**config.mk**
```make
export PLATFORM = sky130hd
export DESIGN_NAME = regfile_wb_writer
export DESIGN_NICKNAME = d
export VERILOG_FILES = /design/src/rtl/regfile_pkg.sv /design/src/rtl/regfile_wdec.sv /design/src/rtl/regfile_wb_writer.sv
export SDC_FILE = /design/constraint.sdc
export NUM_CORES = 1
export LEC_CHECK = 0
export ABC_AREA = 1
export BUFFER_PORTS_ARGS = -buffer_cell sky130_fd_sc_hd__buf_4
export CAP_MARGIN = 20
export CORE_AREA = 5 5 427 429
export CTS_CLUSTER_SIZE = 20
export DETAILED_ROUTE_END_ITERATION = 10
export DIE_AREA = 0 0 432 434
export GPL_TIMING_DRIVEN = 1
export HOLD_SLACK_MARGIN = 0.1
export PLACE_DENSITY_LB_ADDON = 0.05
export SLEW_MARGIN = 15
export SYNTH_ARGS = -nofsm -noshare
export SYNTH_HDL_FRONTEND = slang
export SYNTH_SLANG_ARGS = --single-unit
```
**constraint.sdc**
```tcl
create_clock -name clk -period 1.6 [get_ports clk]
set_input_delay 0.32 -clock clk [delete_from_list [all_inputs] [get_ports clk]]
set_output_delay 0.32 -clock clk [all_outputs]
set_load 0.02 [all_outputs]
```
**src/rtl/regfile_pkg.sv**
```systemverilog
// regfile_pkg -- shared constants and types for the GPR write side.
//   REG_DW   : register data width
//   REG_NUM  : number of architectural registers
//   REG_AW   : register address width
//   REG_ZERO : address of the hardwired-zero register
// Optional build macro used by regfile_wb_writer: REGFILE_WB_BYPASS_EN
package regfile_pkg;

  localparam int REG_DW  = 32;
  localparam int REG_NUM = 32;
  localparam int REG_AW  = 5;
  localparam logic [REG_AW-1:0] REG_ZERO = 5'd0;

  typedef logic [REG_AW-1:0] reg_addr_t;
  typedef logic [REG_DW-1:0] reg_data_t;

endpackage

```
**src/rtl/regfile_wdec.sv**
```systemverilog
// regfile_wdec -- 5-to-32 enable decoder for register-file writes.
// Ports:
//   en  : decode enable; all outputs low when 0
//   sel : register address to decode
//   we  : one-hot enable vector; bit 0 is always 0 (register 0 is hardwired)
module regfile_wdec
  import regfile_pkg::*;
(
  input  logic              en,
  input  reg_addr_t         sel,
  output logic [REG_NUM-1:0] we
);

  // Register 0 never takes a write or a pending mark.
  assign we[0] = 1'b0;

  generate
    for (genvar gi = 1; gi < REG_NUM; gi++) begin : g_dec
      assign we[gi] = en && (sel == REG_AW'(gi));
    end
  endgenerate

endmodule

```
**src/rtl/regfile_wb_writer.sv**
```systemverilog
// regfile_wb_writer -- write side of the 32x32 general-purpose register file.
// Holds all registers, accepts one write-back per cycle and tracks a
// per-register pending scoreboard (set at issue, cleared at write-back).
// Ports:
//   clk, rst_n          : clock, asynchronous active-low reset
//   wb_valid/wb_ready   : write-back handshake (wb_ready=1 from the first
//                         edge after reset release onwards)
//   wb_sel, wb_data     : write-back destination and data
//   iss_en, iss_sel     : ID-stage issue of a destination register
//   regs_flat           : register k at bits [k*DW +: DW]; register 0 reads 0
//   pending             : bit k = register k awaits write-back
//   wb_err              : sticky, write-back to a register that was not pending
// Build option: define REGFILE_WB_BYPASS_EN to make regs_flat write-through
// (an accepted write shows on its slice in the same cycle).
module regfile_wb_writer
  import regfile_pkg::*;
#(
  parameter int DW   = REG_DW,
  parameter int NREG = REG_NUM,
  parameter int AW   = REG_AW
) (
  input  logic               clk,
  input  logic               rst_n,
  input  logic               wb_valid,
  output logic               wb_ready,
  input  logic [AW-1:0]      wb_sel,
  input  logic [DW-1:0]      wb_data,
  input  logic               iss_en,
  input  logic [AW-1:0]      iss_sel,
  output logic [NREG*DW-1:0] regs_flat,
  output logic [NREG-1:0]    pending,
  output logic               wb_err
);

  logic            wb_ready_q, wb_ready_d;
  logic [NREG-1:0] pending_q, pending_d;
  logic            wb_err_q, wb_err_d;
  logic [DW-1:0]   regs_q [1:NREG-1];
  logic [DW-1:0]   regs_d [1:NREG-1];

  logic            wb_fire;
  logic [NREG-1:0] wb_we;
  logic [NREG-1:0] iss_set;

  assign wb_fire = wb_valid && wb_ready_q;

  regfile_wdec u_wb_dec (
    .en  (wb_fire),
    .sel (wb_sel),
    .we  (wb_we)
  );

  regfile_wdec u_iss_dec (
    .en  (iss_en),
    .sel (iss_sel),
    .we  (iss_set)
  );

  // Next-state logic for control and scoreboard.
  always_comb begin
    // The writer never stalls; ready comes up one edge after reset release.
    wb_ready_d = 1'b1;
    // Set after clear: a newly issued producer supersedes a same-cycle
    // write-back to the same register. Bit 0 stays 0 via the decoders.
    pending_d  = (pending_q & ~wb_we) | iss_set;
    wb_err_d   = wb_err_q;
    if (wb_fire && (wb_sel != REG_ZERO) && !pending_q[wb_sel]) begin
      wb_err_d = 1'b1;
    end
  end

  always_ff @(posedge clk or negedge rst_n) begin
    if (!rst_n) begin
      wb_ready_q <= 1'b0;
      pending_q  <= '0;
      wb_err_q   <= 1'b0;
    end else begin
      wb_ready_q <= wb_ready_d;
      pending_q  <= pending_d;
      wb_err_q   <= wb_err_d;
    end
  end

  // Register storage; register 0 has no storage at all.
  generate
    for (genvar gi = 1; gi < NREG; gi++) begin : g_reg
      always_comb begin
        regs_d[gi] = wb_we[gi] ? wb_data : regs_q[gi];
      end

      always_ff @(posedge clk or negedge rst_n) begin
        if (!rst_n) begin
          regs_q[gi] <= '0;
        end else begin
          regs_q[gi] <= regs_d[gi];
        end
      end

`ifdef REGFILE_WB_BYPASS_EN
      // Write-through: the read selectors see accepted data immediately.
      assign regs_flat[gi*DW +: DW] = wb_we[gi] ? wb_data : regs_q[gi];
`else
      assign regs_flat[gi*DW +: DW] = regs_q[gi];
`endif
    end
  endgenerate

  assign regs_flat[DW-1:0] = '0;

  // Output assignments.
  always_comb begin
    wb_ready = wb_ready_q;
    pending  = pending_q;
    wb_err   = wb_err_q;
  end

endmodule

```
==> results.sh, run 1 <==
export IMPL_outcome="finished, violations left"
export IMPL_violations="negative setup slack"
export IMPL_report_final_hold_viol_count=0
export IMPL_yosys_area_top_type_share_pct=68.5
export IMPL_clockPowerShare_pct=36.7
export IMPL_whs_ps=282
export IMPL_met1_usage_pct=24.6
export IMPL_number_of_distinct_library_cells_after_synthesis=19
export IMPL_area_growth_syn_to_layout_pct=54.3
export IMPL_critical_path_slowest_cell="dfrtp_2"
export IMPL_clock_sinks=1025
export IMPL_timing_worst_setup_path_type="flip-flop to flip-flop"
export IMPL_p_sw_share_pct=32.6
export IMPL_critical_path_cell_chain="nand2_4 > nor2_4 > clkinvlp_4 > buf_6 > nor3_4 > buf_12 > buf_12 > buf_12 > nor2_1 > a21oi_1"
export IMPL_detail_route_iter0_violations=2228
export IMPL_finalSetupTns_ps=-82970
export IMPL_design_die_area_mm2=0.187
export IMPL_grt_usage_pct=20.7
export IMPL_layout_commonest_cell="nand2_1"
export IMPL_layout_drive_gt1_share_pct=34.0
export IMPL_post_route_worst_setup_slack_ps=-208
export IMPL_report_final_setup_viol=1551
export IMPL_htree_levels=4
export IMPL_num_nets_final=5024
export IMPL_gr_usage_met3_pct=5.15
export IMPL_drt_pass1_iterations=5
export IMPL_cts_made_buffers=131
export IMPL_yosys_top_cells_area="dfrtp_1, nand2_1, o21ai_0"
export IMPL_cts_root_buffer_cell="clkbuf_16"
export IMPL_max_freq_ghz=0.553
export IMPL_mostFrequentLayoutCells="nand2_1, dfrtp_1, buf_4, o21ai_0, buf_6"
export IMPL_post_synth_inst_count=3689
export IMPL_clock_latency_ps=800
export IMPL_power_report_internal_total_uw=54300
export IMPL_global_route_overflow_total=0
export IMPL_maximum_number_of_pins_on_one_net_before_global_route_repair=93
export IMPL_worst_ep_required_time_ps=2320
export IMPL_grt_pass1_vias=31100
export IMPL_drt_antenna_violating_nets=0
export IMPL_slew_headroom_pct=58.9
export IMPL_irDropWorstVdd_v=0.00105
export IMPL_hp_class="input pin to asynchronous set/reset pin"
export IMPL_die_width_um=432
export IMPL_arrival_ps=2520
export IMPL_rsz_0062_raised_after_global_routing="yes"
export IMPL_postSynthRegisterBits=1025
export IMPL_worst_clock_skew_ps=20.8
export IMPL_drt_vias_per_instance=4.23
export IMPL_clkSlewWorstSetupHoldPaths_ps=60
export IMPL_finalWirelength_um=206000
export IMPL_finalCoreUtilization_pct=32.5
export IMPL_fin_crit_ps=1810
export IMPL_cp_max_fo=18
export IMPL_synth_cell_area_mm2=0.0374
export IMPL_grt_first_pass_wirelength_um=270000
export IMPL_worst_path_dominant_cell_family="buffers and inverters"
export IMPL_place_gp_congestion=0.772
export IMPL_synth_largest_area_cell="dfrtp_1"
export IMPL_finalCritPeriodShare_pct=113
export IMPL_max_slew_worst_pin_slew_ps=617
export IMPL_power_frac_seq_pct=39.4
export IMPL_power_per_cell_area_mw_per_mm2=1390
export IMPL_critPathMaxStageDelay_ps=390
export IMPL_post_drt_wl_per_cell_um=27.7
export IMPL_grt_antenna_before_repair=31
export IMPL_critical_path_most_common_cell="buf_12"
export IMPL_final_max_slew_violation_count=0
export IMPL_switching_power_uw=26300
export IMPL_critPathCaptureType="flip-flop"
export IMPL_yosys_warnings=0
export IMPL_maximum_capacitance_violations=0
export IMPL_vias=31400
export IMPL_cp_start_kind="flip-flop"
export IMPL_remaining_drc_errors=0
export IMPL_height_of_the_die_um=434
export IMPL_core_area_mm2=0.178
export IMPL_synth_yosys_seq_area_share_pct=68.5
export IMPL_maximum_buffer_depth_of_the_clock_tree=3
export IMPL_static_leakage_power_uw=0.0283
export IMPL_effective_utilization_at_floorplan_pct=21.0
export IMPL_timing_critical_path_buf_inv=5
export IMPL_post_dp_hpwl_um=141000
export IMPL_grt_busiest_layer="met2"
export IMPL_groute_layer_met2_usage_pct=35.3
export IMPL_p_comb_share_pct=23.9
export IMPL_placement_rows=155
export IMPL_number_of_i_o_port_buffers=1070
export IMPL_ioPinCount=1104
export IMPL_synthesis_area_per_instance_um2=10.1
export IMPL_cts_tree="yes"
-- per-layer routing --
| layer | up-vias | share of wire [%] |
|---|---|---|
| met2 | 995 | 49 |
| met5 | - | 0.0097 |
| met1 | 15600 | 40 |
| met3 | 323 | 5.9 |
| li1 | 14500 | - |
| met4 | 4 | 4.9 |
-- stage by stage --
step | setup WS, ps | total power, uW | area [um2] | std cells
3_5_place_dp | -230 | 49900 | 49900 | 7021
6_report | -208 | 80600 | 57800 | 7435
2_1_floorplan | 7.57 | 39000 | 37600 | 3721
3_3_place_gp | -232 | 49800 | 49900 | 7021
5_1_grt | -271 | 84100 | 57800 | 7432
4_1_cts | -246 | 81900 | 57000 | 7394
-- area by class of cell --
cell class	instances	area, um2
fillers	18600	120000
repair inverters	1	7.51
diodes	11	27.5
well taps	2355	2950
clock buffers	184	3720
inverters	105	419
repair buffers	1473	14600
clock inverters	40	484
flip-flops and latches	1025	25700
multi-input cells	2241	9870
-- what timing repair did --
action                                   CTS  global route
endpoints found under the hold margin   1740             0
pin swaps                                  0             7
hold buffers                              49             0
resized for setup                        437            79
buffers inserted                         100             9
gates cloned                               0            22
endpoints found under the setup margin  1574          2030
-- sequential cells by signal, summed over array words and instances (netlist names) --
name / count
pending: 31
regs_flat: 992
wb_err: 1
wb_ready: 1
-- power groups by stage --
stage | clock (uW) | combinational [uW] | sequential [uW]
floorplan | 0 | 3150 | 35900
global placement | 0 | 17800 | 31900
detailed placement | 0 | 17900 | 32000
CTS | 30500 | 19600 | 31800
global route | 31500 | 20400 | 32200
finish | 29600 | 19200 | 31800
-- worst register-to-register path: stages (launching register included) --
cell and delay [ps]:
dfrtp_2 390, nand2_4 70, nor2_4 180, clkinvlp_4 150, buf_6 140, nor3_4 140
buf_12 150, buf_12 150, buf_12 200, nor2_1 60, a21oi_1 130
-- cells by family (layout without fill, tap and decap cells) --
group / count (synthesis) / after routing / synth area share (%)
compound gates: 1029 / 1029 / 13.8
buf+inv: 455 / 1803 / 5.83
simple gates: 1178 / 1178 / 11.9
other cells: 2 / 45 / 0.0201
flops: 1025 / 1025 / 68.5
-- cells in the mapped netlist --
master,n
inv_1,96
nor3_1,1
clkbuf_2,3
dfrtp_1,1025
o21ai_0,693
nand2_2,1
a21oi_1,33
nor2_2,3
buf_4,37
o21ai_1,298
nor2_1,89
inv_2,9
buf_6,22
clkbuf_1,155
nand3_1,3
o22ai_1,5
conb_1,2
nand2_1,1081
buf_2,133
-- path summary, 6_finish.rpt --
path	from	endpoint	slack (ps)	depth (start not counted)
setup / recovery	wb_ready	regs_flat[536]	-210	10
hold / removal	rst_n	regs_flat[645]	280	3
setup reg to reg	wb_ready	regs_flat[536]	-210	10
hold reg to reg	regs_flat[1012]	regs_flat[1012]	480	2
max in group asynchronous	rst_n	pending[7]	670	3
min in group clk	wb_sel[1]	regs_flat[115]	290	7
(Power assumes the default switching activity.)
==> inputs of run 2 (changes only) <==
- SKIP_LAST_GASP: not set -> 1
==> results.sh, run 2 (synthesized netlist as in run 1, its figures left out) <==
export IMPL_outcome="finished, violations left"
export IMPL_violations="negative setup slack"
export IMPL_p_sw_share_pct=32.6
export IMPL_post_drt_wl_per_cell_um=27.7
export IMPL_htree_levels=4
export IMPL_critical_path_cell_chain="nand2_4 > nor2_4 > clkinvlp_4 > buf_6 > nor3_4 > buf_12 > buf_12 > buf_12 > nor2_1 > a21oi_1"
export IMPL_maximum_buffer_depth_of_the_clock_tree=3
export IMPL_layout_commonest_cell="nand2_1"
export IMPL_power_report_internal_total_uw=54200
export IMPL_met3_length_um=12700
export IMPL_post_dp_hpwl_um=141000
export IMPL_p_comb_share_pct=23.8
export IMPL_cts_root_buffer_cell="clkbuf_16"
export IMPL_maximum_capacitance_violations=0
export IMPL_clkSlewWorstSetupHoldPaths_ps=60
export IMPL_clock_sinks=1025
export IMPL_finalWirelength_um=206000
export IMPL_critPathCaptureType="flip-flop"
export IMPL_hp_class="input pin to asynchronous set/reset pin"
export IMPL_drt_pass1_iterations=5
export IMPL_final_max_slew_violation_count=0
export IMPL_report_final_setup_viol=1554
export IMPL_number_of_i_o_port_buffers=1070
export IMPL_num_nets_final=5025
export IMPL_ioPinCount=1104
export IMPL_cp_max_fo=18
export IMPL_clockPowerShare_pct=36.7
export IMPL_layout_drive_gt1_share_pct=34.0
export IMPL_clock_latency_ps=800
export IMPL_vias=31400
export IMPL_place_gp_congestion=0.772
export IMPL_max_freq_ghz=0.557
export IMPL_remaining_drc_errors=0
export IMPL_power_frac_seq_pct=39.5
export IMPL_maximum_number_of_pins_on_one_net_before_global_route_repair=93
export IMPL_die_width_um=432
export IMPL_detailed_routed_wire_length_on_met2_um=102000
export IMPL_slew_headroom_pct=58.4
export IMPL_number_of_cells_in_the_design_after_placement=7021
export IMPL_global_route_overflow_total=0
export IMPL_area_growth_syn_to_layout_pct=53.9
export IMPL_final_cell_count_no_fill=7434
export IMPL_grt_first_pass_wirelength_um=269000
export IMPL_core_area_mm2=0.178
export IMPL_rsz_0062_raised_after_global_routing="yes"
export IMPL_timing_worst_setup_path_type="flip-flop to flip-flop"
export IMPL_worst_clock_skew_ps=19.2
export IMPL_arrival_ps=2510
export IMPL_power_per_cell_area_mw_per_mm2=1400
export IMPL_irDropWorstVdd_v=0.00105
export IMPL_cp_start_kind="flip-flop"
export IMPL_worst_ep_required_time_ps=2310
export IMPL_fin_crit_ps=1790
export IMPL_cts_made_buffers=131
export IMPL_critPathMaxStageDelay_ps=390
export IMPL_height_of_the_die_um=434
export IMPL_grt_usage_pct=20.7
export IMPL_static_leakage_power_uw=0.0283
export IMPL_largest_register_ffs=992
export IMPL_effective_utilization_at_floorplan_pct=21.0
export IMPL_finalCoreUtilization_pct=32.4
export IMPL_grt_antenna_before_repair=30
export IMPL_design_die_area_mm2=0.187
export IMPL_report_final_hold_viol_count=0
export IMPL_post_route_worst_setup_slack_ps=-195
export IMPL_switching_power_uw=26200
export IMPL_drt_antenna_violating_nets=0
export IMPL_critical_path_most_common_cell="buf_12"
export IMPL_drt_vias_per_instance=4.23
export IMPL_mostFrequentLayoutCells="nand2_1, dfrtp_1, buf_4, o21ai_0, buf_6"
export IMPL_wl_met1_um=81500
export IMPL_max_slew_worst_pin_slew_ps=623
export IMPL_grt_pass1_vias=31000
export IMPL_finalCritPeriodShare_pct=112
export IMPL_critical_path_slowest_cell="dfrtp_2"
export IMPL_route_top_layer_used="met5"
export IMPL_cts_tree="yes"
export IMPL_detail_route_iter0_violations=2235
export IMPL_placement_rows=155
## run 2: path summary, 6_finish.rpt
path / from / endpoint / slack (ps) / depth (start not counted)
worst min register to register: regs_flat[851] / regs_flat[851] / 480 / 2
max in group asynchronous: rst_n / pending[7] / 670 / 3
worst max register to register: wb_ready / regs_flat[536] / -190 / 10
worst min-delay path: rst_n / regs_flat[645] / 280 / 3
min in group clk: wb_sel[1] / regs_flat[115] / 290 / 7
worst max-delay path: wb_ready / regs_flat[536] / -190 / 10
## run 2: what timing repair did
item	4_1_cts	5_1_grt
cloned	0	23
hold endpoints to repair	1740	0
hold buffers	49	0
resized for setup	386	83
setup buffers	100	9
pin swaps	0	6
setup endpoints to repair	1574	2029
## run 2: area by class of cell
cell class                 instances  area [um2]
antenna                            9        22.5
clock buffer                     184        3720
clock inverter                    40         484
fill                           18600      120000
inverter                         105         419
multi-input combinational       2241        9890
sequential                      1025       25700
tap                             2355        2950
timing repair buffer            1474       14500
timing repair inverter             1        7.51
## run 2: per-stage QoR
stage | setup slack (ps) | power, uW | setup TNS (ps) | hold slack [ps] | instance area, um2
after CTS | -246 | 81800 | -179910 | 187 | 56800
final | -195 | 80400 | -83700 | 284 | 57600
after global routing | -274 | 84000 | -241180 | 266 | 57600
after detailed placement | -230 | 49900 | -70550 | 455 | 49900
after floorplan | 7.57 | 39000 | 0 | 24.4 | 37600
after global placement | -232 | 49800 | -74920 | 453 | 49900
## run 2: power groups by stage
stage	logic (uW)	registers, uW	clock network (uW)
6_report	19100	31800	29600
5_1_grt	20300	32200	31500
2_1_floorplan	3150	35900	0
4_1_cts	19500	31800	30500
3_3_place_gp	17800	31900	0
3_5_place_dp	17900	32000	0
## run 2: metal layers
metal	GRT usage, %	vias to the layer above
li1	-	14500
met1	24.6	15600
met2	35.3	1062
met3	5.13	315
met4	9.32	4
met5	0	-
## run 2: worst max-delay path, delay by kind of cell (launching register included)
family          cells  cell delay (ps)
flops               1              390
buf+inv             5              740
compound gates      1              130
simple gates        4              440
